## config.mk

```make
export PLATFORM = sky130hd
export DESIGN_NAME = seven_segment_reader
export DESIGN_NICKNAME = d
export VERILOG_FILES = /design/src/rtl/seven_segment_reader.sv
export SDC_FILE = /design/constraint.sdc
export NUM_CORES = 1
export LEC_CHECK = 0
export ABC_AREA = 0
export BUFFER_PORTS_ARGS = -buffer_cell sky130_fd_sc_hd__buf_2
export CAP_MARGIN = 20
export CORE_MARGIN = 4
export CORE_UTILIZATION = 45
export CTS_CLUSTER_DIAMETER = 50
export DETAILED_ROUTE_END_ITERATION = 10
export REMOVE_ABC_BUFFERS = 1
export SLEW_MARGIN = 20
export SYNTH_ARGS = -nofsm -noshare
export SYNTH_HDL_FRONTEND = slang
export SYNTH_SLANG_ARGS = --single-unit
export TNS_END_PERCENT = 30
```

## constraint.sdc

```tcl
create_clock -name clk -period 4 [get_ports clk]
set_clock_uncertainty 0.15 [all_clocks]
set_input_delay 0.2 -clock clk [delete_from_list [all_inputs] [get_ports clk]]
set_output_delay 0.2 -clock clk [all_outputs]
set_load 0.05 [all_outputs]
```

## src/rtl/seven_segment_reader.sv

```systemverilog
// seven_segment_reader: recovers a 4-digit BCD value from four active-low
// seven-segment buses once they have been stable for STABLE_CYCLES samples.
//   clk, rst        : clock, asynchronous active-high reset
//   hex0..hex3      : segment patterns {g..a}, active-low, hex0 = least significant
//   bcd             : captured digits {d3,d2,d1,d0}
//   digit_err       : per-digit illegal-pattern flag at capture
//   valid           : at least one capture since reset
//   update          : one-cycle pulse when a capture changes {bcd,digit_err}
module seven_segment_reader #(
  parameter int unsigned STABLE_CYCLES = 250000
) (
  input  logic        clk,
  input  logic        rst,
  input  logic [6:0]  hex0,
  input  logic [6:0]  hex1,
  input  logic [6:0]  hex2,
  input  logic [6:0]  hex3,
  output logic [15:0] bcd,
  output logic [3:0]  digit_err,
  output logic        valid,
  output logic        update
);

  localparam int unsigned CNT_W  = 18;
  localparam int unsigned HEX_W  = 28;
  localparam int unsigned DIGITS = 4;
  localparam logic [CNT_W-1:0] CNT_STABLE = CNT_W'(STABLE_CYCLES);
  localparam logic [CNT_W-1:0] CNT_LAST   = CNT_W'(STABLE_CYCLES - 1);

  typedef enum logic [1:0] {
    SETTLING = 2'd0,
    CAPTURE  = 2'd1,
    HOLD     = 2'd2
  } state_t;

  logic [HEX_W-1:0]  sync1_q, sync1_d;
  logic [HEX_W-1:0]  sync2_q, sync2_d;
  logic [HEX_W-1:0]  prev_q, prev_d;
  logic [CNT_W-1:0]  cnt_q, cnt_d;
  state_t            state_q, state_d;
  logic [15:0]       bcd_q, bcd_d;
  logic [3:0]        digit_err_q, digit_err_d;
  logic              valid_q, valid_d;
  logic              update_q, update_d;

  logic [15:0]       dec_bcd;
  logic [3:0]        dec_err;
  logic              changed;

  // Returns {err, digit}; blank decodes to 4'hE without error.
  function automatic logic [4:0] decode_digit(input logic [6:0] seg);
    logic [4:0] r;
    case (seg)
      7'b1000000: r = {1'b0, 4'h0};
      7'b1111001: r = {1'b0, 4'h1};
      7'b0100100: r = {1'b0, 4'h2};
      7'b0110000: r = {1'b0, 4'h3};
      7'b0011001: r = {1'b0, 4'h4};
      7'b0010010: r = {1'b0, 4'h5};
      7'b0000010: r = {1'b0, 4'h6};
      7'b1111000: r = {1'b0, 4'h7};
      7'b0000000: r = {1'b0, 4'h8};
      7'b0010000: r = {1'b0, 4'h9};
      7'b1111111: r = {1'b0, 4'hE};
      default:    r = {1'b1, 4'hF};
    endcase
    return r;
  endfunction

  // Input synchronizer and previous-sample register.
  always_comb begin
    sync1_d = {hex3, hex2, hex1, hex0};
    sync2_d = sync1_q;
    prev_d  = sync2_q;
  end

  // Per-digit decode of the synchronized pattern.
  always_comb begin
    dec_bcd = '0;
    dec_err = '0;
    for (int i = 0; i < DIGITS; i++) begin
      {dec_err[i], dec_bcd[i*4 +: 4]} = decode_digit(sync2_q[i*7 +: 7]);
    end
  end

  assign changed = (sync2_q != prev_q);

  // Stability counter, next state and capture.
  always_comb begin
    state_d     = state_q;
    cnt_d       = cnt_q;
    bcd_d       = bcd_q;
    digit_err_d = digit_err_q;
    valid_d     = valid_q;
    update_d    = 1'b0;

    if (changed) begin
      cnt_d = '0;
    end else if (cnt_q != CNT_STABLE) begin
      cnt_d = cnt_q + CNT_W'(1);
    end

    case (state_q)
      SETTLING: begin
        // Outputs load on the edge that enters CAPTURE.
        if (!changed && (cnt_q == CNT_LAST)) begin
          state_d     = CAPTURE;
          bcd_d       = dec_bcd;
          digit_err_d = dec_err;
          valid_d     = 1'b1;
          update_d    = !valid_q || ({dec_bcd, dec_err} != {bcd_q, digit_err_q});
        end
      end
      CAPTURE: begin
        // A change arriving here is not dropped: it sends us back to settling.
        state_d = changed ? SETTLING : HOLD;
      end
      HOLD: begin
        if (changed) begin
          state_d = SETTLING;
        end
      end
      default: begin
        state_d = SETTLING;
      end
    endcase
  end

  always_ff @(posedge clk or posedge rst) begin
    if (rst) begin
      sync1_q     <= '1;
      sync2_q     <= '1;
      prev_q      <= '1;
      cnt_q       <= '0;
      state_q     <= SETTLING;
      bcd_q       <= '0;
      digit_err_q <= '0;
      valid_q     <= 1'b0;
      update_q    <= 1'b0;
    end else begin
      sync1_q     <= sync1_d;
      sync2_q     <= sync2_d;
      prev_q      <= prev_d;
      cnt_q       <= cnt_d;
      state_q     <= state_d;
      bcd_q       <= bcd_d;
      digit_err_q <= digit_err_d;
      valid_q     <= valid_d;
      update_q    <= update_d;
    end
  end

  assign bcd       = bcd_q;
  assign digit_err = digit_err_q;
  assign valid     = valid_q;
  assign update    = update_q;

endmodule

```

### Word level (Yosys, flattened, before mapping)

Index checks and enable logic that the tools add are counted.

* add/sub/neg operators: 1
* equality and inequality tests: 48
* mux-type cells: 12
* reductions and logical operators: 12

Operators by type and width (number)
* $pmux 5 s11: 4
* $eq 7x7->1 const B: 16
* $eq 7x5->1 const B: 12
* $eq 7x6->1 const B: 8
* $mux 18: 2
* $eq 7x2->1 const B: 4
* $logic_not 7->1: 4
* $ne 28x28->1: 1
* $ne 20x20->1: 1
* $add 18x1->18 const B: 1
* $eq 18x18->1 const B: 1
* $ne 18x18->1 const B: 1
* $mux 2: 3
* $pmux 2 s3: 1
* $ne 2x2->1 const B: 2
* $reduce_and 2->1: 2
* $eq 2x1->1 const B: 1
* $eq 2x2->1 const B: 1
* $logic_not 1->1: 2
* $logic_not 2->1: 1
* $mux 1: 2
* $reduce_bool 2->1: 1
* $logic_and 1x1->1: 1
* $logic_or 1x1->1: 1

* flip-flop bits (word level): 126
* bits of input ports: 30
* output and inout bits: 22
* logic and storage cells: 82

### Depth between registers and ports, before layout

Gate-level depths: netlist (run 1).

* depth after elaboration: 6
* depth in mapped cells: 10
* mapped depth without buffers: 8

### Least setup slack after synthesis (run 1)

No wires, ideal clock.

* path type: reg-to-reg
* start: register sync2_q[2] (netlist: prev_d[2])
* end: register update_q (netlist: update)
* library setup time: 143 ps
* data arrival time: 2383 ps
* required time: 3707 ps
* setup slack: 1324 ps
* cell stages (with the launch flop): 10
* path buffers: 1
* period minus slack after synthesis: 2676 ps
* cell sequence: dfstp_2 -> buf_2 -> nor4b_2 -> a21oi_1 -> or4b_4 -> nand3_2 -> nor2_1 -> or4_1 -> nor4_2 -> a41oi_1

* cells in the longest elaborated chain, start to end: 6
* elaborated cells between the ends (all ways): 19
* those cells by class: 12 x eq/ne; 3 x mux; 4 x reduce/logical

Ends and longest elaborated chain
* start: declaration: RTL line 37 `logic [HEX_W-1:0] sync2_q, sync2_d;`
* start signal: assignment: RTL line 142 `sync2_q <= sync2_d;`
* $eq 7x7->1 (tied with other cells): RTL line 53 `case (seg)`
* $pmux 5 s11: RTL line 53
* $ne 20x20->1: RTL line 111 `update_d = !valid_q || ({dec_bcd, dec_err} != {bcd_q, digit_err_q});`
* $logic_or 1x1->1: RTL line 111
* $mux 1 *: RTL line 106 `if (!changed && (cnt_q == CNT_LAST)) begin`
* $mux 1 *: RTL line 103 `case (state_q)`
* named net update_d: RTL line 44 `logic update_q, update_d;`
* end signal: assignment: RTL line 149 `update_q <= update_d;`
* end: declaration: RTL line 44

The timed path passes the listed nets; every way through them passes the cells marked *.
A chain may end at the register's enable or synchronous reset.

### Worst setup path after layout (run 1)

* start: register sync2_q[22] (netlist: prev_d[22])
* end: register bcd_q[1] (netlist: bcd[1])

* cells in the longest elaborated chain, start to end: 4

Ends and longest elaborated chain
* $ne 28x28->1: RTL line 86 `assign changed = (sync2_q != prev_q);`
* $logic_not 1->1: RTL line 106
* $logic_and 1x1->1: RTL line 106
* $reduce_and 2->1 (no line)
* end signal: assignment: RTL line 136 `bcd_q <= '0;`
* end signal: assignment: RTL line 146 `bcd_q <= bcd_d;`
* end: declaration: RTL line 41 `logic [15:0] bcd_q, bcd_d;`

Every way passes these cells.

==> results of run 1 <==
[report_power, final]
part,leakage (nW),switching (mW),internal (mW)
logic,1.05,0.0701,0.0712
registers,1.47,0.0585,1.36
clock network,0.303,0.534,1.07
[how the worst max path moves through the flow]
stage | from | to | slack, ns | cells past startpoint
2_1_floorplan | rst | bcd[0] | 0.43 | 1
3_3_place_gp | prev_d[22] | bcd[3] | 0.77 | 7
3_5_place_dp | prev_d[22] | bcd[13] | 0.88 | 7
4_1_cts | prev_d[22] | bcd[5] | 0.87 | 7
5_1_grt | prev_d[22] | bcd[1] | 0.67 | 7
6_report | prev_d[22] | bcd[1] | 0.90 | 7
[kinds of logic after synthesis]
logic type | Yosys count | synth area share
compound gates | 89 | 0.104
xor+xnor | 51 | 0.0803
fa+ha+maj | 2 | 0.00450
buf+inv | 42 | 0.0360
flops | 126 | 0.585
mux | 9 | 0.0173
simple gates | 174 | 0.173
[placed cells by master (no fill, tap or decap), types with 5 or more instances in the layout]
master,count
xor2_1,25
nor3_1,14
dfrtp_1,42
a21o_1,8
a21oi_1,22
inv_1,9
xnor2_1,26
a31oi_1,8
nand3_1,24
or3_1,5
nand2_1,29
o21ai_0,20
or4_1,6
buf_2,51
nand4_1,9
clkbuf_16,17
dfstp_2,84
mux2_2,5
and3_1,6
nor2_1,38
dlygate4sd3_1,29
nor4_1,11
[metal layers]
| layer | vias to the layer above | global-route usage | routed length, µm |
|---|---|---|---|
| li1 | 1896 | - | - |
| met1 | 1937 | 0.241 | 5550 |
| met4 | 0 | 0.0818 | 210 |
| met2 | 90 | 0.261 | 5420 |
| met3 | 23 | 0.0565 | 416 |
| met5 | - | 0 | 0 |
[metrics by stage]
step / cells / total power [mW] / cell area [µm²] / utilization / setup WS [ns]
finish: 745 / 3.16 / 6820 / 0.565 / 0.902
global route: 745 / 3.30 / 6820 / 0.565 / 0.667
CTS: 745 / 3.21 / 6820 / 0.565 / 0.866
detailed placement: 684 / 1.55 / 5900 / 0.489 / 0.882
global placement: 684 / 1.55 / 5900 / 0.489 / 0.767
floorplan: 461 / 1.50 / 5400 / - / 0.433
[flip-flops by register name, indices dropped and copies added (netlist names)]
signal     flops
bcd           16
cnt_q         18
digit_err      4
prev_d        28
prev_q        28
state_q        2
sync1_q       28
update         1
valid          1
[timing repair]
action,CTS,global route
setup endpoints to repair,0,0
hold buffers,29,0
hold endpoints to repair,68,0
[area by class of cell]
type                       count  share of cell area
timing repair buffer          84              0.0844
tap                          168              0.0308
multi-input combinational    325               0.309
clock buffer                  21              0.0675
clock inverter                11              0.0240
sequential                   126               0.478
inverter                      10             0.00587
==> flow_metrics.tcl, run 1 <==
set metrics [dict create \
    multi_input_area_um2 2110 \
    cap_violations 0 \
    wl_um 11600 \
    clockRootBuffer "clkbuf_16" \
    synth_warnings 0 \
    worst_pin_slew_ns 0.903 \
    vias_per_cell 5.30 \
    core_area_um2 12100 \
    report.final.slew_viol_count 0 \
    worst_hold_path.num_cells 0 \
    synth_edf_count 0 \
    fillers 1009 \
    port_buffers 51 \
    crit_path_frequent_cell "nand4_1" \
    yosysUniqueCellTypes 64 \
    post_drt_wl_per_cell_um 15.6 \
    grt-ovfl-total 0 \
    io_pins 52 \
    arrival_ns 3.25 \
    numCtsBuffers 17 \
    netlist_area_um2 5570 \
    worstHoldStart "sync1_q[7]" \
    yosys.area.top_type "dfstp_2" \
    regToRegStartpoint "prev_d[22]" \
    drc 0 \
    ctsResizeCount 0 \
    rsz0062_at_grt "false" \
    cp_max_fo 39 \
    path_clk_slew_ns 0.05 \
    die_h_um 119 \
    fin_crit_sh 0.774 \
    grt_max_degree 78 \
    cts_sinks 126 \
    die_area_um2 14200 \
    synth_top_area_share 0.397 \
    vdd_drop_max_mv 0.361 \
    rrSetupSlack_ns 0.90 \
    synth_commonest_cells "dfstp_2, dfrtp_1, nor2_1, nand2_1, xnor2_1" \
    clock_latency_ns 0.42 \
    drive_above_1_share 0.326 \
    fin_setup_tns_ns 0 \
    cp_num_buf_inv 1 \
    worst_hold_path_type "flop to flop" \
    postRouteAntennaNets 0 \
    holdPathEnd "prev_d[7]" \
    die_x_um 119 \
    slowest_stage "or3_2" \
    holdWs_ns 0.204 \
    max-clock-path-buffers 2 \
    grt_usage 0.178 \
    critPathRequiredTime_ns 4.15 \
    grt_pass1_vias 3913 \
    path_cells "xnor2_1 -> nand4_1 -> nor4_1 -> nand4_1 -> buf_4 -> or3_2 -> mux2_2" \
    ys_seq_area_frac 0.585 \
    drt-pass1-iter-count 4 \
    syn_area_per_cell_um2 11.3 \
    seqCellArea_um2 3260 \
    postSynthCellCount 493 \
    place_congestion 0.878 \
    area_delta_synth_final_pct 22.5 \
    dpl.hpwl_um 7650 \
    ys_async_sr_fraction 1.00 \
    maxSlewHeadroom 0.398 \
    synthTopCellsByArea "dfstp_2, dfrtp_1, xnor2_1" \
    fin_nets 596 \
    finalHoldViolations 0 \
    grt_first_pass_wirelength_um 19800 \
    htree_levels 4 \
    drt_iter0_drc 276 \
    crit_path_end_kind "flop" \
    cpLargestDelayFamily "simple AND/OR/NAND/NOR gates" \
    cp-start-kind "flop" \
    synth_seq_cells 126 \
    power_density_nw_per_um2 464 \
    yosysMostFrequentCell "dfstp_2" \
    max_freq_mhz 323 \
    cts_tree "built" \
    max_stage_delay_ns 0.82 \
    antenna_found_initial 0 \
    leakage_nw 2.82 \
    synth_ff_type "dfstp_2" \
    num_antenna_cells 0 \
    post_cts_buffers 0 \
    rows 40 \
    finalSetupViolations 0 \
    initial_utilization 0.461 \
    fin_crit_ns 3.10 \
    rr_worst_depth 7 \
    path_class "flop to flop" \
    status "finished, final reports clean" \
    vias 3946 \
    timing.rr.end "bcd[1]" \
]
Note: power is estimated with default switching activity, not from simulation.
==> run 2: changes to the inputs <==
PLACE_DENSITY = 0.66   (was unset)
clock period = 2.5 ns   (was 4 ns; I/O delays follow)
==> flow_metrics.tcl, run 2 (synthesized netlist as in run 1, its figures left out) <==
set metrics [dict create \
    p_comb_frac 0.073 \
    seq_power_share 0.465 \
    finalWorstSetupSlack_ns -0.166 \
    core_area_um2 12100 \
    report.final.slew_viol_count 0 \
    power_density_nw_per_um2 646 \
    finalSetupViolations 5 \
    leakage_nw 3.17 \
    layout.cells.non_filler 819 \
    switching_share 0.243 \
    p_int_mw 3.62 \
    arrival_ns 2.79 \
    grt_max_degree 52 \
    max_freq_mhz 375 \
    crit_path_end_kind "flop" \
    post_drt_wl_per_cell_um 15.5 \
    worst_hold_path_type "input pin to async pin" \
    wl_um 12700 \
    status "finished, violations left" \
    multi_input_area_um2 2170 \
    num_antenna_cells 0 \
    drive_above_1_share 0.419 \
    die_x_um 119 \
    fin_nets 670 \
    seqCellArea_um2 3260 \
    antenna_found_initial 0 \
    rows 40 \
    fin_crit_sh 1.07 \
    grt_usage 0.188 \
    die_area_um2 14200 \
    grt-ovfl-total 0 \
    vias 4268 \
    postRouteAntennaNets 0 \
    fin_crit_ns 2.67 \
    max-clock-path-buffers 2 \
    numCtsBuffers 17 \
    cp_max_fo 3 \
    drc 0 \
    htree_levels 4 \
    area_delta_synth_final_pct 32.8 \
    critPathRequiredTime_ns 2.62 \
    maxSlewHeadroom 0.581 \
    grt_pass1_vias 4269 \
    fillers 944 \
    path_class "flop to flop" \
    clock_latency_ns 0.42 \
    holdWs_ns 0.181 \
    cp-start-kind "flop" \
    worst_pin_slew_ns 0.623 \
    pre_cts_slack_ns -0.155 \
    postPlaceCellArea_um2 6420 \
    clockRootBuffer "clkbuf_16" \
    failed_checks "negative setup slack" \
    drt-pass1-iter-count 5 \
    path_clk_slew_ns 0.06 \
    finalHoldViolations 0 \
    vias_per_cell 5.21 \
    clockPowerShare 0.461 \
    dpl.hpwl_um 8720 \
    cts_sinks 126 \
    stdcell_area_um2 7390 \
    port_buffers 51 \
    initial_utilization 0.461 \
    grt_first_pass_wirelength_um 21000 \
    final_cell_mix "dfstp_2, buf_4, buf_2" \
    p_sw_mw 1.16 \
    rsz0062_at_grt "true" \
    cts_tree "built" \
    vdd_drop_max_mv 0.441 \
    die_h_um 119 \
    dp_cells 750 \
    layout_commonest_cell "dfstp_2" \
    fin_setup_tns_ns -0.341 \
    place_congestion 0.926 \
    cap_violations 0 \
    drt_iter0_drc 304 \
    io_pins 52 \
]
run 2: cell count changes in the layout (fill, tap and decap cells not counted), sizes merged:
cell / previous run / this run
bufinv: 4 / 0
clkinvlp: 2 / 4
inv: 10 / 13
clkinv: 5 / 8
buf: 55 / 128
clkbuf: 21 / 18
run 2: metal layers:
metal	GRT usage	wire [µm]	up-vias
li1	-	-	2054
met1	0.246	5640	2067
met2	0.294	6140	121
met3	0.0551	621	26
met4	0.0768	268	0
met5	0	0	-
run 2: power groups by stage:
stage / combinational, mW / sequential (mW) / clock, mW
2_1_floorplan: 0.134 / 2.26 / 0
3_3_place_gp: 0.295 / 2.25 / 0
3_5_place_dp: 0.300 / 2.26 / 0
4_1_cts: 0.339 / 2.23 / 2.26
5_1_grt: 0.387 / 2.23 / 2.37
6_report: 0.350 / 2.22 / 2.20
run 2: path summary, 6_finish.rpt:
kind / end / slack (ns) / depth (start not counted) / startpoint
worst max-delay path: update / -0.17 / 8 / prev_d[2]
worst min-delay path: bcd[7] / 0.18 / 3 / rst
min in group clk: sync1_q[7] / 0.19 / 2 / hex1[0]
max in group asynchronous: sync1_q[4] / 1.26 / 4 / rst
worst min register to register: prev_d[21] / 0.20 / 0 / sync1_q[21]
worst max register to register: update / -0.17 / 8 / prev_d[2]
run 2: repair_timing:
action	CTS	global route
buffers inserted	1	6
cloned	0	1
endpoints found under the hold margin	47	0
pin swaps	1	3
gates resized for setup	2	11
hold buffers	29	0
endpoints found under the setup margin	5	17
run 2: area by class of cell:
type	instances	area share
well taps	168	0.0284
clock buffers	17	0.0575
multi-input cells	325	0.293
clock inverters	15	0.0157
repair buffers	158	0.159
flip-flops and latches	126	0.441
inverters	10	0.00542
run 2: critical path, cell delays in order, from the launching register on:
cell and delay (ns):
dfstp_2 0.55, nor4b_2 0.20, a21oi_1 0.07, or4b_4 0.50, nand3_2 0.10, nor2_1 0.05
or4_1 0.52, nor4_2 0.24, a41oi_1 0.15
run 2: per-stage QoR:
| stage | power [mW] | utilization |
|---|---|---|
| detailed placement | 2.56 | 0.532 |
| finish | 4.78 | 0.613 |
| global placement | 2.55 | 0.532 |
| CTS | 4.83 | 0.603 |
| global route | 4.99 | 0.613 |
| floorplan | 2.39 | - |
==> run 3: changes to the inputs <==
SKIP_CTS_REPAIR_TIMING = 1   (was unset)
==> flow_metrics.tcl, run 3 (synthesized netlist as in run 1, its figures left out) <==
set metrics [dict create \
    final_cell_mix "dfstp_2, buf_4, buf_2" \
    grt-ovfl-total 0 \
    leakage_nw 3.20 \
    grt_pass1_vias 4127 \
    die_area_um2 14200 \
    io_pins 52 \
    cap_violations 0 \
    antenna_found_initial 0 \
    die_h_um 119 \
    drive_above_1_share 0.423 \
    dpl.hpwl_um 8720 \
    numCtsBuffers 17 \
    vdd_drop_max_mv 0.429 \
    drc 0 \
    drt_iter0_drc 269 \
    path_clk_slew_ns 0.06 \
    vias 4320 \
    rsz0062_at_grt "true" \
    fin_setup_tns_ns -1.10 \
    grt_max_degree 52 \
    core_area_um2 12100 \
    path_class "flop to flop" \
    initial_utilization 0.461 \
    cp-start-kind "flop" \
    fillers 942 \
    clock_latency_ns 0.42 \
    status "finished, violations left" \
    finish.utilization 0.617 \
    rrSetupSlack_ns -0.20 \
    grt_first_pass_wirelength_um 20500 \
    num_antenna_cells 0 \
    rows 40 \
    post_drt_wl_per_cell_um 15.8 \
    power_density_nw_per_um2 642 \
    place_congestion 0.926 \
    wl_um 13000 \
    pre_cts_slack_ns -0.155 \
    worst_hold_path_type "input pin to async pin" \
    grt_usage 0.184 \
    arrival_ns 2.82 \
    postRouteAntennaNets 0 \
    htree_levels 4 \
    max_freq_mhz 371 \
    vias_per_cell 5.27 \
    fin_nets 671 \
    area_delta_synth_final_pct 33.8 \
    critPathRequiredTime_ns 2.62 \
    drt-pass1-iter-count 5 \
    port_buffers 51 \
    crit_path_end_kind "flop" \
    fin_crit_sh 1.08 \
    cts_tree "built" \
    finalSetupViolations 19 \
    cts_sinks 126 \
    clockRootBuffer "clkbuf_16" \
    holdWs_ns 0.182 \
    worst_pin_slew_ns 0.626 \
    finalHoldViolations 0 \
    layout_commonest_cell "dfstp_2" \
    cp_max_fo 7 \
    failed_checks "negative setup slack" \
    fin_crit_ns 2.70 \
    max-clock-path-buffers 2 \
    report.final.slew_viol_count 0 \
    die_x_um 119 \
    finalWorstSetupSlack_ns -0.198 \
    maxSlewHeadroom 0.578 \
]
## run 3: changes by cell type in the layout (fill, tap and decap cells not counted)
cell       change
a21oi_2        +1
mux2i_1        -1
o21ai_1        +2
buf_4          -2
o21ai_0        -2
mux2i_2        +1
buf_6          +1
a21oi_1        -1
clkbuf_16      +2
## run 3: metal layers
metal / track usage / wire length, µm / up-vias
met5: 0 / 0 / -
met4: 0.0760 / 337 / 0
met3: 0.0560 / 680 / 41
met2: 0.284 / 6260 / 138
met1: 0.241 / 5710 / 2087
li1: - / - / 2054
## run 3: final timing paths
check,endpoint,from,depth (start not counted)
max reg2reg,update,prev_d[6],8
min in group clk,sync1_q[7],hex1[0],2
min,bcd[7],rst,3
max in group asynchronous,sync1_q[4],rst,4
max,update,prev_d[6],8
min reg2reg,prev_d[21],sync1_q[21],0
## run 3: report_power, final
group	total, mW	internal [mW]	switching (mW)
combinational	0.350	0.178	0.172
clock	2.21	1.27	0.935
sequential	2.22	2.17	0.0579
total	4.78	3.62	1.16
## run 3: cell type report
cell class                 instances  area [µm²]  area share
clock buffer                      17         425      0.0571
clock inverter                    15         116      0.0156
inverter                          10        40.0     0.00538
multi-input combinational        325        2180       0.292
sequential                       126        3260       0.438
tap                              168         210      0.0282
timing repair buffer             159        1220       0.164
## run 3: through the flow
stage          total power, mW  instances  area (µm²)
3_3_place_gp              2.55        750        6420
4_1_cts                   4.79        782        6960
3_5_place_dp              2.56        750        6420
2_1_floorplan             2.39        461        5400
5_1_grt                   5.00        820        7450
6_report                  4.78        820        7450
## run 3: worst max-delay path: stages (launching register included)
cell and delay, ns:
dfstp_2 0.61, xnor2_1 0.13, a21oi_1 0.08, or4b_4 0.50, nand3_2 0.10, nor2_1 0.05, or4_1 0.52, nor4_2 0.25
a41oi_1 0.16
